## config.mk

```make
export PLATFORM = sky130hd
export DESIGN_NAME = ir_cmd_sequencer_flat
export DESIGN_NICKNAME = d
export VERILOG_FILES = /design/src/rtl/ir_cmd_if.sv /design/src/rtl/ir_cmd_sequencer.sv /design/src/flat_wrapper.sv
export SDC_FILE = /design/constraint.sdc
export NUM_CORES = 1
export LEC_CHECK = 0
export CORE_ASPECT_RATIO = 1.1
export CORE_MARGIN = 1
export CORE_UTILIZATION = 30
export CTS_CLUSTER_SIZE = 20
export DETAILED_ROUTE_END_ITERATION = 10
export PLACE_DENSITY = 0.55
export RECOVER_POWER = 50
export SLEW_MARGIN = 10
export SYNTH_ARGS = -nofsm -noshare
export SYNTH_HDL_FRONTEND = slang
export SYNTH_SLANG_ARGS = --single-unit
```

## constraint.sdc

```tcl
create_clock -name clk -period 3.7 [get_ports clk]
set_input_delay 0.74 -clock clk [delete_from_list [all_inputs] [get_ports clk]]
set_output_delay 0.74 -clock clk [all_outputs]
set_load 0.05 [all_outputs]
```

## src/rtl/ir_cmd_if.sv

```systemverilog
// Command-stream bundle between the IR receiver, ir_cmd_sequencer and its consumer.
// master: the sequencer; slave: receiver/consumer side (or a testbench).
interface ir_cmd_if #(
    parameter int DEPTH = 4
);
    localparam int CW = $clog2(DEPTH) + 1;

    logic [11:0]   rx_data;
    logic          rx_rdy;
    logic [11:0]   cmd_out;
    logic          cmd_valid;
    logic          cmd_ready;
    logic [CW-1:0] fifo_count;
    logic          overflow;
    logic          held;

    modport master (
        input  rx_data, rx_rdy, cmd_ready,
        output cmd_out, cmd_valid, fifo_count, overflow, held
    );

    modport slave (
        output rx_data, rx_rdy, cmd_ready,
        input  cmd_out, cmd_valid, fifo_count, overflow, held
    );
endinterface

```

## src/rtl/ir_cmd_sequencer.sv

```systemverilog
// IR frame edge-detect, address filter, held-key de-duplication and FWFT command FIFO.
// Optional macro IR_CMD_AUTOREPEAT_EN: re-emit a held key from its 5th identical frame on.
module ir_cmd_sequencer #(
    parameter int         DEPTH      = 4,
    parameter int         REPEAT_GAP = 3000000,
    parameter logic [4:0] ADDR       = 5'd1
) (
    input logic      clk,
    input logic      rst,
    ir_cmd_if.master bus
);
    localparam int PW = $clog2(DEPTH);
    localparam int CW = PW + 1;
    localparam int TW = $clog2(REPEAT_GAP);
    localparam logic [TW-1:0] RELOAD = TW'(REPEAT_GAP - 1);
    localparam logic [CW-1:0] FULL   = CW'(DEPTH);

    typedef struct packed {
        logic [4:0] addr;
        logic [6:0] cmd;
    } ir_frame_t;

    typedef enum logic {IDLE, HELD} state_t;

    state_t        state, state_nx;
    ir_frame_t     rx_f, last;
    logic          rx_rdy_q;
    logic          frame, accept, same;
    logic [TW-1:0] timer;
    logic          push_req, load, last_we;

    logic [11:0]   mem [DEPTH];
    logic [PW-1:0] wr_ptr, rd_ptr, rd_nx;
    logic [CW-1:0] count, count_nx;
    logic [11:0]   cmd_q, head_nx;
    logic          full, pop, push_ok;
    logic          overflow_q, held_q;

`ifdef IR_CMD_AUTOREPEAT_EN
    logic [1:0]    rep_cnt;
    logic          rep_clr, rep_inc;
`endif

    assign rx_f   = bus.rx_data;
    assign frame  = bus.rx_rdy & ~rx_rdy_q;
    assign accept = frame & (rx_f.addr == ADDR);
    assign same   = (rx_f == last);

    // History resets high so a level already asserted at release is not a frame.
    always_ff @(posedge clk or posedge rst) begin
        if (rst) rx_rdy_q <= 1'b1;
        else     rx_rdy_q <= bus.rx_rdy;
    end

    always_ff @(posedge clk or posedge rst) begin
        if (rst) state <= IDLE;
        else     state <= state_nx;
    end

    always_comb begin
        state_nx = state;
        case (state)
            IDLE:    if (accept) state_nx = HELD;
            HELD:    if (!accept && timer == '0) state_nx = IDLE;
            default: state_nx = IDLE;
        endcase
    end

    always_comb begin
        push_req = 1'b0;
        load     = 1'b0;
        last_we  = 1'b0;
`ifdef IR_CMD_AUTOREPEAT_EN
        rep_clr  = 1'b0;
        rep_inc  = 1'b0;
`endif
        case (state)
            IDLE: begin
                if (accept) begin
                    push_req = 1'b1;
                    load     = 1'b1;
                    last_we  = 1'b1;
`ifdef IR_CMD_AUTOREPEAT_EN
                    rep_clr  = 1'b1;
`endif
                end
            end
            HELD: begin
                if (accept) begin
                    load = 1'b1;
                    if (same) begin
`ifdef IR_CMD_AUTOREPEAT_EN
                        rep_inc  = 1'b1;
                        push_req = (rep_cnt == 2'd3);
`endif
                    end else begin
                        push_req = 1'b1;
                        last_we  = 1'b1;
`ifdef IR_CMD_AUTOREPEAT_EN
                        rep_clr  = 1'b1;
`endif
                    end
                end
            end
            default: ;
        endcase
    end

    // Timer parks at 0 once the key is released; every matching frame reloads it.
    always_ff @(posedge clk or posedge rst) begin
        if (rst)                                 timer <= '0;
        else if (load)                           timer <= RELOAD;
        else if (state == HELD && timer != '0)   timer <= timer - 1'b1;
    end

    always_ff @(posedge clk or posedge rst) begin
        if (rst)          last <= '0;
        else if (last_we) last <= rx_f;
    end

`ifdef IR_CMD_AUTOREPEAT_EN
    always_ff @(posedge clk or posedge rst) begin
        if (rst)                            rep_cnt <= '0;
        else if (rep_clr)                   rep_cnt <= '0;
        else if (rep_inc && rep_cnt != 2'd3) rep_cnt <= rep_cnt + 2'd1;
    end
`endif

    always_ff @(posedge clk or posedge rst) begin
        if (rst) held_q <= 1'b0;
        else     held_q <= (state_nx == HELD);
    end

    assign full     = (count == FULL);
    assign pop      = (count != '0) & bus.cmd_ready;
    assign push_ok  = push_req & (~full | pop);
    assign count_nx = count + CW'(push_ok) - CW'(pop);
    assign rd_nx    = rd_ptr + PW'(pop);

    // Registered head: bypass the incoming frame when it lands on the next read slot.
    assign head_nx  = (push_ok && wr_ptr == rd_nx) ? bus.rx_data : mem[rd_nx];

    always_ff @(posedge clk) begin
        if (push_ok) mem[wr_ptr] <= bus.rx_data;
    end

    always_ff @(posedge clk or posedge rst) begin
        if (rst) begin
            wr_ptr     <= '0;
            rd_ptr     <= '0;
            count      <= '0;
            cmd_q      <= '0;
            overflow_q <= 1'b0;
        end else begin
            if (push_ok) wr_ptr <= wr_ptr + PW'(1);
            rd_ptr <= rd_nx;
            count  <= count_nx;
            cmd_q  <= head_nx;
            if (push_req && full && !pop) overflow_q <= 1'b1;
        end
    end

    assign bus.cmd_out    = cmd_q;
    assign bus.cmd_valid  = (count != '0);
    assign bus.fifo_count = count;
    assign bus.overflow   = overflow_q;
    assign bus.held       = held_q;
endmodule

```

## src/flat_wrapper.sv

```systemverilog
// flat-port wrapper written by rule: the top's interface ports become plain ports
module ir_cmd_sequencer_flat 
#(
    parameter int         DEPTH      = 4,
    parameter int         REPEAT_GAP = 3000000,
    parameter logic [4:0] ADDR       = 5'd1
)
  (clk, rst, bus_rx_data, bus_rx_rdy, bus_cmd_ready, bus_cmd_out, bus_cmd_valid, bus_fifo_count, bus_overflow, bus_held);
  ir_cmd_if #(.DEPTH(DEPTH)) bus_i ();
  input logic clk;
  input logic rst;
  input wire logic [$bits(bus_i.rx_data)-1:0] bus_rx_data;
  input wire logic [$bits(bus_i.rx_rdy)-1:0] bus_rx_rdy;
  input wire logic [$bits(bus_i.cmd_ready)-1:0] bus_cmd_ready;
  output wire logic [$bits(bus_i.cmd_out)-1:0] bus_cmd_out;
  output wire logic [$bits(bus_i.cmd_valid)-1:0] bus_cmd_valid;
  output wire logic [$bits(bus_i.fifo_count)-1:0] bus_fifo_count;
  output wire logic [$bits(bus_i.overflow)-1:0] bus_overflow;
  output wire logic [$bits(bus_i.held)-1:0] bus_held;
  assign bus_i.rx_data = bus_rx_data;
  assign bus_i.rx_rdy = bus_rx_rdy;
  assign bus_i.cmd_ready = bus_cmd_ready;
  assign bus_cmd_out = bus_i.cmd_out;
  assign bus_cmd_valid = bus_i.cmd_valid;
  assign bus_fifo_count = bus_i.fifo_count;
  assign bus_overflow = bus_i.overflow;
  assign bus_held = bus_i.held;
  ir_cmd_sequencer #(.DEPTH(DEPTH), .REPEAT_GAP(REPEAT_GAP), .ADDR(ADDR)) u_core (.clk(clk), .rst(rst), .bus(bus_i));
endmodule
```

== After elaboration in Yosys (flattened, before gate mapping) ==
Memories as Yosys holds them, arrays and structs flattened. A register that Yosys moved wholly into a read port is not among the register bits.
Cells that the tools add are included.

* Memories: 1
* Input bits: 16
* Logic and storage cells: 46
* Register bits after elaboration: 44
* Output and inout port bits: 18
* RAM bits: 48

{| class="wikitable"
|+ Memories
! name !! words !! bits a word !! rd ports !! clocked after Yosys merged registers in !! wr ports !! RTL line !! text
|-
| u_core.mem || 4 || 12 || 1 || 1 || 1 || ir_cmd_sequencer.sv:32 || <nowiki>logic [11:0] mem [DEPTH];</nowiki>
|}

* Add/sub/neg operators: 5
* Muxes and demuxes: 10
* Bitwise operators: 8
* Equality and inequality tests: 3
* Reductions and logical operators: 10

{| class="wikitable"
|+ Operators by type and width
! operator !! number
|-
| $mux W22 || 2
|-
| $logic_not A22 Y1 || 1
|-
| $reduce_bool A22 Y1 || 1
|-
| $sub A22 B1 Y22 const B || 1
|-
| $eq A12 B12 Y1 || 1
|-
| $mux W1 || 6
|-
| $eq A5 B1 Y1 const B || 1
|-
| $and A1 B1 Y1 || 4
|-
| $logic_and A1 B1 Y1 || 4
|-
| $pmux W1 S2 || 2
|-
| $add A3 B1 Y3 || 1
|-
| $eq A3 B3 Y1 const B || 1
|-
| $not A1 Y1 || 3
|-
| $reduce_bool A3 Y1 || 1
|-
| $sub A3 B1 Y3 || 1
|-
| $add A2 B1 Y2 || 1
|-
| $add A2 B1 Y2 const B || 1
|-
| $logic_not A1 Y1 || 2
|-
| $reduce_bool A2 Y1 || 1
|-
| $or A1 B1 Y1 || 1
|}

== Logic depth before layout (Yosys ltp) ==
* Depth after elaboration: 8
* Gate-level depth with buffers: 9

== Worst setup path after synthesis ==
No wires, ideal clock.

* Kind: flip-flop to flip-flop
* From: reg u_core.count[1] (netlist: u_core.bus.fifo_count[1])
* To: reg u_core.cmd_q[3] (netlist: u_core.bus.cmd_out[3]) (read register of u_core.mem)
* Cell stages (with the launch flop): 8
* Arrival: 3.287 ns
* Library setup time: 0.128 ns
* Required time: 3.572 ns
* Clock period less this slack: 3.414 ns
* Path slack: 0.286 ns
* Path buffers: 2
* Cell sequence: dfrtp_1 or3_1 and2_1 ha_1 buf_2 clkbuf_1 mux4_2 mux2_1

* Word-level cells in the longest chain between the ends: 3

{| class="wikitable"
|+ RTL lines
! element !! RTL line !! text
|-
| from (decl) || ir_cmd_sequencer.sv:34 || <nowiki>logic [CW-1:0] count, count_nx;</nowiki>
|-
| from (signal assigned) || ir_cmd_sequencer.sv:157 || <nowiki>count <= count_nx;</nowiki>
|-
| $reduce_bool A3 Y1 || n/a ||
|-
| named net bus_cmd_valid || flat_wrapper.sv:16 || <nowiki>output wire logic [$bits(bus_i.cmd_valid)-1:0] bus_cmd_valid;</nowiki>
|-
| $and A1 B1 Y1 || ir_cmd_sequencer.sv:135 || <nowiki>assign pop = (count != '0) & bus.cmd_ready;</nowiki>
|-
| $add A2 B1 Y2 || ir_cmd_sequencer.sv:138 || <nowiki>assign rd_nx = rd_ptr + PW'(pop);</nowiki>
|-
| named net u_core.rd_nx[0] || ir_cmd_sequencer.sv:33 || <nowiki>logic [PW-1:0] wr_ptr, rd_ptr, rd_nx;</nowiki>
|-
| to (decl) || ir_cmd_sequencer.sv:35 || <nowiki>logic [11:0] cmd_q, head_nx;</nowiki>
|}

The timed path passes the listed nets, and every way through them passes these cells.
A chain may end at the register's enable or synchronous reset.

== Worst setup path after layout ==
* From: reg u_core.count[1] (netlist: u_core.bus.fifo_count[1])
* To: reg u_core.cmd_q[6] (netlist: u_core.bus.cmd_out[6]) (read register of u_core.mem)

* Word-level cells in the longest chain between the ends: 3

{| class="wikitable"
|+ RTL lines
! element !! RTL line
|-
| $reduce_bool A3 Y1 || ir_cmd_sequencer.sv:135
|-
| $and A1 B1 Y1 || ir_cmd_sequencer.sv:135
|-
| $add A2 B1 Y2 || ir_cmd_sequencer.sv:138
|-
| named net u_core.rd_nx[0] || ir_cmd_sequencer.sv:33
|}

The timed path passes the listed nets, and every way through them passes these cells.

==> metrics.txt <==
status=complete, no violations; CP arrival=3420 ps; FF-to-FF path depth=6; EDFF count, synth=48; drt via density=4.570; max_cap viols=0; IO Count=34; Final nets=383; sw frac=34.36%; Primary FF master, synth=dfrtp_1; CTS tree=done; Final Slew Violations=0; CTS Buf Count=9; mapped cell area=0.004507 mm²; Synth cell types=48; slowest CP cell=clkbuf_1; reg2reg end=u_core.bus.cmd_out[6]$_DFF_PP0_; final core area utilization=36.48%; synth cell count leaders=dfrtp_1, edfxtp_1, nand2_1; first drt pass iteration count=4; Crit Path Category=reg -> reg; RSZ-0062 raised after global routing=no; H-tree Lvls=3; DRC=0; CTS Hold Buffers Added=0; WP data required=3930 ps; Final min period=3187 ps; Pleak=1.890 nW; FF-to-FF Start=u_core.bus.fifo_count[1]$_DFF_PP0_; CTS Buffer Depth=2; crit start category=flip-flop; Crit Path Max Fanout=14; Internal=2.404 mW; endpoints failing setup=0; DR WL/cell=15.35 µm; crit share post-route=86.13%; power per cell area=689.4 mW/mm²; GPL Wtd Cong=0.7663; Seq pwr share=41.3%; register area share after synthesis=63.10%; Setup Skew=10.30 ps; pin slew with the least headroom to its limit=1367 ps; die height=130.6 µm; largest net degree at the start of global routing=23; first-pass GRT wire length=13950 µm; CTS Sinks=104; DRT antenna net count=0; r2r setup slk=510 ps; Worst-Skew Late Latency=350 ps; post-synthesis average cell area=14.17 µm²; share of the synthesized area in the top cell type=31.98%; post-synth net total=344; Mapped Cells=318; Clk pin slew, worst setup/hold paths=70 ps; Area contributors post-synth=edfxtp_1, dfrtp_1, xnor2_1, mux4_2, nand2_1; Fin Setup TNS=0 ps; GRT Overall Usage=12.02%; Initial Util=30.95%; HP Start=u_core.bus.overflow$_DFFE_PP0P_; # port buffers=33; Initial DRC Count=124; Final Hold Fails=0; core area=0.01456 mm²; yosys warns=0; most frequent cell after synthesis=dfrtp_1; Clock Root Buffer=clkbuf_16; Synth async-reset ratio=53.85%; Logic pwr share=34.9%; dpl hpwl=5704 µm; Worst Hold End=u_core.bus.overflow$_DFFE_PP0P_; sw power=1.259 mW; total power draw=3.662 mW; post-cts resize count=0; Max-slew headroom=8.894%; clock power share=23.8%; vias in the first global route=2677; DRT Wirelength=8504 µm; Crit path largest cell delay=810 ps; Std-Cell Rows=46; DP Cell Count=538; post-route insts no fill=554; flops & latches, synth=104; Die W=118.9 µm; area leader, netlist=edfxtp_1; Vias=2532; FILL cells=1390; Crit. End Element=flip-flop; proportion of layout cells with a drive suffix above 1=12.15%; max frequency=313.8 MHz; Hold Crit Class=reg -> reg; Max VDD drop=0.2315 mV; critical-path cell list=or3_1, and2_1, ha_1, clkbuf_1, mux4_2, mux2_1; Setup Buffers After CTS=0; Antenna Cells=0; Worst Hold Path Cells=1; grt ovf=0; die area=0.01552 mm²; synth-to-layout area growth=17.88%; initial antenna violation count=0
==> worst max path at each step <==
stage | start | endpoint | cells past startpoint
floorplan | u_core.bus.fifo_count[1]$_DFF_PP0_ | u_core.bus.cmd_out[3]$_DFF_PP0_ | 7
global placement | bus_rx_data[1] | u_core.bus.fifo_count[1]$_DFF_PP0_ | 9
detailed placement | bus_rx_data[9] | u_core.mem[1][3]$_DFFE_PP_ | 6
CTS | bus_rx_data[9] | u_core.mem[1][8]$_DFFE_PP_ | 6
global route | u_core.bus.fifo_count[1]$_DFF_PP0_ | u_core.bus.cmd_out[4]$_DFF_PP0_ | 6
finish | u_core.bus.fifo_count[1]$_DFF_PP0_ | u_core.bus.cmd_out[6]$_DFF_PP0_ | 6
==> sequential cells by signal, indices dropped and copies added (netlist names) <==
| signal | count |
|---|---|
| u_core.bus.overflow | 1 |
| u_core.rd_ptr | 2 |
| u_core.last | 12 |
| u_core.bus.cmd_out | 12 |
| u_core.bus.fifo_count | 3 |
| u_core.state | 1 |
| u_core.timer | 22 |
| u_core.mem | 48 |
| u_core.rx_rdy_q | 1 |
| u_core.wr_ptr | 2 |
==> cell families after synthesis <==
kind of cell | after synthesis | synth area share (%)
flip-flops | 104 | 63.10
adder cells (fa/ha/maj) | 10 | 2.943
XOR/XNOR | 36 | 6.996
AO/OA/AOI/OAI | 17 | 2.971
buffers and inverters | 21 | 2.165
AND/OR/NAND/NOR | 106 | 13.10
multiplexers | 24 | 8.717
==> power groups by stage <==
stage | clock network, mW | registers, mW | logic, mW
2_1_floorplan | 0 | 1.82 | 0.657
3_3_place_gp | 0 | 1.53 | 1.31
3_5_place_dp | 0 | 1.53 | 1.32
4_1_cts | 0.904 | 1.51 | 1.32
5_1_grt | 0.937 | 1.54 | 1.39
6_report | 0.873 | 1.51 | 1.28
==> worst max-delay path: cells and delay by family, from the launching register on <==
| family | cells | cell delay [ps] |
|---|---|---|
| simple gates | 2 | 580 |
| flops | 1 | 460 |
| mux | 2 | 900 |
| buf+inv | 1 | 810 |
| fa+ha+maj | 1 | 320 |
==> placed cells by master (no fill, tap or decap), types with 5 or more instances in the layout <==
master / instances
dfrtp_1: 55
edfxtp_1: 48
nand2_1: 36
xnor2_1: 34
clkdlybuf4s50_1: 18
dlygate4sd3_1: 15
nor2_1: 13
mux4_2: 11
nor2b_1: 9
inv_1: 9
ha_1: 9
clkbuf_16: 9
mux2_2: 6
mux2_1: 6
clkbuf_1: 6
nand4_1: 5
nor4_1: 5
and2_1: 5
==> per-layer routing <==
metal	up-vias	GRT usage (%)	wire (µm)
li1	1216	-	-
met1	1256	13.84	3831
met2	46	21.16	4212
met3	14	2.691	268
met4	0	6.255	192
met5	-	0	0
==> metrics by stage <==
step / worst slack, ps / hold slack (ps) / area [µm²]
after floorplan: 285.7 / 461.8 / 4507
after global placement: 347.3 / 441.9 / 5066
after detailed placement: 312.9 / 454.1 / 5066
after CTS: 677.6 / 476.3 / 5338
after global routing: 273.9 / 504.6 / 5313
final: 513.3 / 475.4 / 5313
==> cell type report <==
class                           instances  area (µm²)  area share, %
Sequential cell                       104        2844          53.53
Tap cell                              192       240.2          4.522
Clock inverter                          6       42.54         0.8008
Clock buffer                           10       229.0          4.310
Inverter                                9       33.78         0.6359
Multi-Input combinational cell        193        1559          29.35
Timing Repair Buffer                   40       364.1          6.853
No activity file was read; power rests on OpenSTA's default activity.
